**config.mk**
```make
export PLATFORM = sky130hd
export DESIGN_NAME = vga_timing_flat
export DESIGN_NICKNAME = d
export VERILOG_FILES = /design/src/rtl/vga_timing_if.sv /design/src/rtl/vga_timing.sv /design/src/flat_wrapper.sv
export SDC_FILE = /design/constraint.sdc
export NUM_CORES = 1
export LEC_CHECK = 0
export CORE_ASPECT_RATIO = 1.25
export CORE_MARGIN = 1.5
export CORE_UTILIZATION = 47
export DETAILED_ROUTE_END_ITERATION = 12
export PLACE_DENSITY = 0.74
export SLEW_MARGIN = 30
export SYNTH_ARGS = -nofsm -noshare
export SYNTH_HDL_FRONTEND = slang
export SYNTH_SLANG_ARGS = --single-unit
export TNS_END_PERCENT = 50
```
**constraint.sdc**
```tcl
create_clock -name clk -period 1.7 [get_ports clk]
set_clock_uncertainty 0.1 [all_clocks]
set_input_delay 0.425 -clock clk [delete_from_list [all_inputs] [get_ports clk]]
set_output_delay 0.425 -clock clk [all_outputs]
set_load 0.05 [all_outputs]
```
**src/rtl/vga_timing_if.sv**
```systemverilog
// Pixel-coordinate and sync bundle from the raster timing generator to the
// pixel generators and the VGA connector.
interface vga_timing_if;
  logic [9:0] col;
  logic [9:0] row;
  logic       valid;
  logic       hsync;
  logic       vsync;
  logic       frame_start;

  modport master (output col, row, valid, hsync, vsync, frame_start);
  modport slave  (input  col, row, valid, hsync, vsync, frame_start);
endinterface

```
**src/rtl/vga_timing.sv**
```systemverilog
// Raster timing generator: free-running h/v counters with every output decoded
// from the current count and registered, so outputs trail the counters by one clk.
module vga_timing #(
  parameter int H_VISIBLE = 640,
  parameter int H_FP      = 16,
  parameter int H_SYNC    = 96,
  parameter int H_BP      = 48,
  parameter int V_VISIBLE = 480,
  parameter int V_FP      = 10,
  parameter int V_SYNC    = 2,
  parameter int V_BP      = 33
) (
  input  logic          clk,
  input  logic          reset,
  vga_timing_if.master  vga
);
  localparam int H_TOTAL = H_VISIBLE + H_FP + H_SYNC + H_BP;
  localparam int V_TOTAL = V_VISIBLE + V_FP + V_SYNC + V_BP;

  // All compares are 10-bit unsigned; larger timings would silently alias.
  if (H_TOTAL >= 1024 || V_TOTAL >= 1024) begin : g_bad_params
    $error("vga_timing: H_TOTAL/V_TOTAL must be below 1024");
  end

  localparam logic [9:0] H_LAST   = 10'(H_TOTAL - 1);
  localparam logic [9:0] V_LAST   = 10'(V_TOTAL - 1);
  localparam logic [9:0] H_VIS    = 10'(H_VISIBLE);
  localparam logic [9:0] V_VIS    = 10'(V_VISIBLE);
  localparam logic [9:0] HS_START = 10'(H_VISIBLE + H_FP);
  localparam logic [9:0] HS_END   = 10'(H_VISIBLE + H_FP + H_SYNC);
  localparam logic [9:0] VS_START = 10'(V_VISIBLE + V_FP);
  localparam logic [9:0] VS_END   = 10'(V_VISIBLE + V_FP + V_SYNC);

  logic [9:0] hcount_q, hcount_d, vcount_q, vcount_d;
  logic [9:0] col_q, col_d, row_q, row_d;
  logic       valid_q, valid_d, hsync_q, hsync_d, vsync_q, vsync_d;
  logic       frame_start_q, frame_start_d;

  always_comb begin
    hcount_d = hcount_q + 10'd1;
    vcount_d = vcount_q;
    if (hcount_q == H_LAST) begin
      hcount_d = '0;
      vcount_d = (vcount_q == V_LAST) ? '0 : vcount_q + 10'd1;
    end
  end

  // Output decode works on the pre-advance count, giving the one-clk lag.
  always_comb begin
    col_d         = hcount_q;
    row_d         = vcount_q;
    valid_d       = (hcount_q < H_VIS) && (vcount_q < V_VIS);
    hsync_d       = !((hcount_q >= HS_START) && (hcount_q < HS_END));
    vsync_d       = !((vcount_q >= VS_START) && (vcount_q < VS_END));
    frame_start_d = (hcount_q == '0) && (vcount_q == '0);
  end

  always_ff @(posedge clk) begin
    if (reset) begin
      hcount_q      <= '0;
      vcount_q      <= '0;
      col_q         <= '0;
      row_q         <= '0;
      valid_q       <= 1'b0;
      hsync_q       <= 1'b1;
      vsync_q       <= 1'b1;
      frame_start_q <= 1'b0;
    end else begin
      hcount_q      <= hcount_d;
      vcount_q      <= vcount_d;
      col_q         <= col_d;
      row_q         <= row_d;
      valid_q       <= valid_d;
      hsync_q       <= hsync_d;
      vsync_q       <= vsync_d;
      frame_start_q <= frame_start_d;
    end
  end

  assign vga.col         = col_q;
  assign vga.row         = row_q;
  assign vga.valid       = valid_q;
  assign vga.hsync       = hsync_q;
  assign vga.vsync       = vsync_q;
  assign vga.frame_start = frame_start_q;
endmodule

```
**src/flat_wrapper.sv**
```systemverilog
// flat-port wrapper written by rule: the top's interface ports become plain ports
module vga_timing_flat 
#(
  parameter int H_VISIBLE = 640,
  parameter int H_FP      = 16,
  parameter int H_SYNC    = 96,
  parameter int H_BP      = 48,
  parameter int V_VISIBLE = 480,
  parameter int V_FP      = 10,
  parameter int V_SYNC    = 2,
  parameter int V_BP      = 33
)
  (clk, reset, vga_col, vga_row, vga_valid, vga_hsync, vga_vsync, vga_frame_start);
  vga_timing_if vga_i ();
  input  logic clk;
  input  logic reset;
  output wire logic [$bits(vga_i.col)-1:0] vga_col;
  output wire logic [$bits(vga_i.row)-1:0] vga_row;
  output wire logic [$bits(vga_i.valid)-1:0] vga_valid;
  output wire logic [$bits(vga_i.hsync)-1:0] vga_hsync;
  output wire logic [$bits(vga_i.vsync)-1:0] vga_vsync;
  output wire logic [$bits(vga_i.frame_start)-1:0] vga_frame_start;
  assign vga_col = vga_i.col;
  assign vga_row = vga_i.row;
  assign vga_valid = vga_i.valid;
  assign vga_hsync = vga_i.hsync;
  assign vga_vsync = vga_i.vsync;
  assign vga_frame_start = vga_i.frame_start;
  vga_timing #(.H_VISIBLE(H_VISIBLE), .H_FP(H_FP), .H_SYNC(H_SYNC), .H_BP(H_BP), .V_VISIBLE(V_VISIBLE), .V_FP(V_FP), .V_SYNC(V_SYNC), .V_BP(V_BP)) u_core (.clk(clk), .reset(reset), .vga(vga_i));
endmodule
```
==> results.py <==
metrics = {
    "synth": {
        "synth_common_cells": "dfxtp_1, nor2_1, nor2b_1",
        "synth_top_area_share_pct": 51.88,
        "synth.ff_latch_count": 44,
        "synth_fp_nets": 183,
        "synth_area_mm2": 0.001698,
        "synth_cell_type_count": 35,
        "ys.flop_type": "dfxtp_1",
        "synth_edf_count": 0,
        "synth.area.top_cells": "dfxtp_1, nor2_1, nor2b_1",
        "synth_area_per_cell_um2": 9.593,
        "synth_async_sr_flop_share_pct": 0,
        "yosys_warnings": 0,
        "yosysTopAreaCell": "dfxtp_1",
        "syn_inst": 177,
        "synth.most_common_cell": "dfxtp_1",
        "seq_area_frac_synth_pct": 51.88,
    },
    "setup_path": {
        "reg2reg_from": "u_core.row_d[0]",
        "worstPathMaxFanout": 5,
        "critical_path_class": "flip-flop to flip-flop",
        "crit_arrival_ns": 1.82,
        "r2r_slack_ns": -0.04,
        "critPathLaunchType": "flip-flop",
        "r2r_end": "u_core.row_d[8]",
        "reg2reg_depth": 6,
        "crit_required_ns": 1.78,
        "cp-end-kind": "flip-flop",
    },
    "placement": {
        "io_buffers": 25,
        "hpwl_um": 2783,
        "placed_cell_area_mm2": 0.002321,
        "gp_congestion": 0.8047,
    },
    "routing": {
        "via_count": 1488,
        "drc": 0,
        "drtIter0Drc": 116,
        "postRouteAntennaNets": 0,
        "viasPerCell": 5.636,
        "first_pass_iters": 5,
        "route.detailed.wl_per_inst_um": 16.76,
        "wirelength_um": 4425,
    },
    "power_and_ir_drop": {
        "p_per_area_mw_per_mm2": 712.7,
        "power_frac_seq_pct": 57.3,
        "clockPowerShare_pct": 35.6,
        "internal-power_mw": 1.428,
        "power.leakage_nw": 1.008,
        "vdd_drop_max_mv": 1.053,
        "p_sw_mw": 0.4177,
        "power_frac_comb_pct": 7.1,
        "switching_share_pct": 22.63,
    },
    "outcome": {
        "status": "finished with violations",
        "failed_checks": "negative setup slack",
    },
    "die": {
        "dieArea_mm2": 0.003985,
        "fp.coreArea_mm2": 0.003483,
        "pin_count": 26,
        "die_y_um": 70.20,
        "initial_core_util_pct": 48.74,
        "die_w_um": 56.76,
        "num_rows": 24,
    },
    "worst_hold_path": {
        "holdPathEnd": "u_core.vga.col[1]",
        "hold-path-cell-count": 2,
        "hp-class": "flip-flop to flip-flop",
        "hp-start": "u_core.col_d[1]",
    },
    "layout": {
        "final_layout_size_suffix_gt1_share_pct": 39.11,
        "final_nets": 230,
        "area_growth_syn_to_layout_pct": 52.54,
        "diodes": 0,
        "final_area_mm2": 0.002590,
    },
    "clocking": {
        "clock_latency_ns": 0.30,
        "cts_num_sinks": 44,
        "cts_buffer_depth": 2,
        "numCtsBuffers": 5,
        "tritoncts": "built",
        "ctsHtreeMaxLevel": 2,
        "cts-root-buf": "clkbuf_8",
        "clk_pin_slew_worst_paths_ns": 0.07,
    },
    "global_routing": {
        "grt_pass1_wl_um": 6637,
        "overflow": 0,
        "grt_pass1_vias": 1442,
        "antenna_found_initial": 0,
        "track_usage_pct": 21.82,
        "grt_max_degree": 14,
    },
    "timing": {
        "drv_slew": 0,
        "period_share_pct": 102.5,
        "tightest_slew_ns": 0.4889,
        "timing.hold.ws_ns": 0.4226,
        "fin_ws_ns": -0.04177,
        "finalHoldViolCount": 0,
        "period_minus_slack_ns": 1.742,
        "setup_tns_ns": -0.1932,
        "maxSlewHeadroom_pct": 66.95,
        "finalSetupViolCount": 11,
        "rsz0062_at_grt": "yes",
        "fmax_mhz": 574.1,
    },
    "job": {
        "maxCapViolCount": 0,
    },
}
logic make-up (layout without fill, tap and decap cells):
logic type | Yosys count | after routing | share of synthesized area [%]
XOR/XNOR | 14 | 14 | 7.222
AO/OA/AOI/OAI | 9 | 10 | 3.021
AND/OR/NAND/NOR | 87 | 87 | 29.11
adder cells (fa/ha/maj) | 4 | 4 | 2.948
multiplexers | 1 | 1 | 0.5896
flip-flops | 44 | 44 | 51.88
buffers and inverters | 18 | 65 | 5.231
power groups by stage:
stage	clock network, mW	registers [mW]	logic, mW
detailed placement	0	1.08	0.120
global route	0.718	1.06	0.141
finish	0.657	1.06	0.130
CTS	0.670	1.06	0.123
global placement	0	1.08	0.118
floorplan	0	1.10	0.0431
timing repair:
action / in CTS / in global routing
hold buffers: 0 / 0
pin swaps: 3 / 10
setup buffers: 3 / 3
endpoints found under the setup margin: 13 / 17
cloned: 1 / 0
resized for setup: 9 / 23
metal layers:
layer / vias to the layer above / part of all wire, % / GRT usage, %
met4: 0 / 4.2 / 10.34
li1: 683 / - / -
met1: 715 / 36 / 22.93
met5: - / 0 / 0
met3: 21 / 6.4 / 5.185
met2: 69 / 54 / 39.92
worst max-delay path by stage:
stage                     from              end  cells after the start
6_report       u_core.row_d[0]  u_core.row_d[8]                      6
5_1_grt        u_core.col_d[5]  u_core.row_d[7]                      4
4_1_cts        u_core.col_d[7]  u_core.row_d[7]                      4
3_5_place_dp   u_core.row_d[0]  u_core.row_d[7]                      6
3_3_place_gp   u_core.row_d[0]  u_core.row_d[4]                      6
2_1_floorplan  u_core.row_d[0]  u_core.row_d[8]                      7
sequential cells by signal, summed over array words and instances, names as in the netlist:
name	cells
u_core.vga.valid	1
u_core.vga.col	10
u_core.vga.vsync	1
u_core.row_d	10
u_core.col_d	10
u_core.vga.frame_start	1
u_core.vga.row	10
u_core.vga.hsync	1
cells in the final DEF (no fill, tap or decap), types with 4 or more instances in the layout:
| cell | instances |
|---|---|
| nor2b_1 | 15 |
| dfxtp_2 | 5 |
| buf_4 | 26 |
| dfxtp_1 | 38 |
| nand2_1 | 7 |
| inv_1 | 4 |
| nand4_1 | 7 |
| buf_12 | 24 |
| nand3_1 | 6 |
| xor2_1 | 6 |
| clkbuf_8 | 6 |
| nor2_1 | 22 |
| xnor2_1 | 8 |
layout make-up:
type	instances	area, um^2
Sequential cell	44	890.9
Inverter	6	22.52
Timing Repair Buffer	51	685.7
Clock buffer	6	82.58
Fill cell	231	893.4
Multi-Input combinational cell	116	849.6
Tap cell	39	48.80
Clock inverter	2	10.01
critical path, cell delays in order, from the launching register on:
cell     delay [ns]
dfxtp_2        0.34
inv_2          0.09
ha_4           0.13
or4b_4         0.46
nor3_4         0.21
a31o_4         0.24
a21oi_1        0.06
stage by stage:
step	power, mW	util, %	setup WS (ns)	std cells
2_1_floorplan	1.144	-	0.01276	177
3_3_place_gp	1.196	66.63	-0.02406	249
3_5_place_dp	1.200	66.63	-0.1141	249
4_1_cts	1.849	70.98	-0.003205	261
5_1_grt	1.918	74.35	-0.07571	264
6_report	1.846	74.35	-0.04177	264
(Power assumes the default switching activity.)
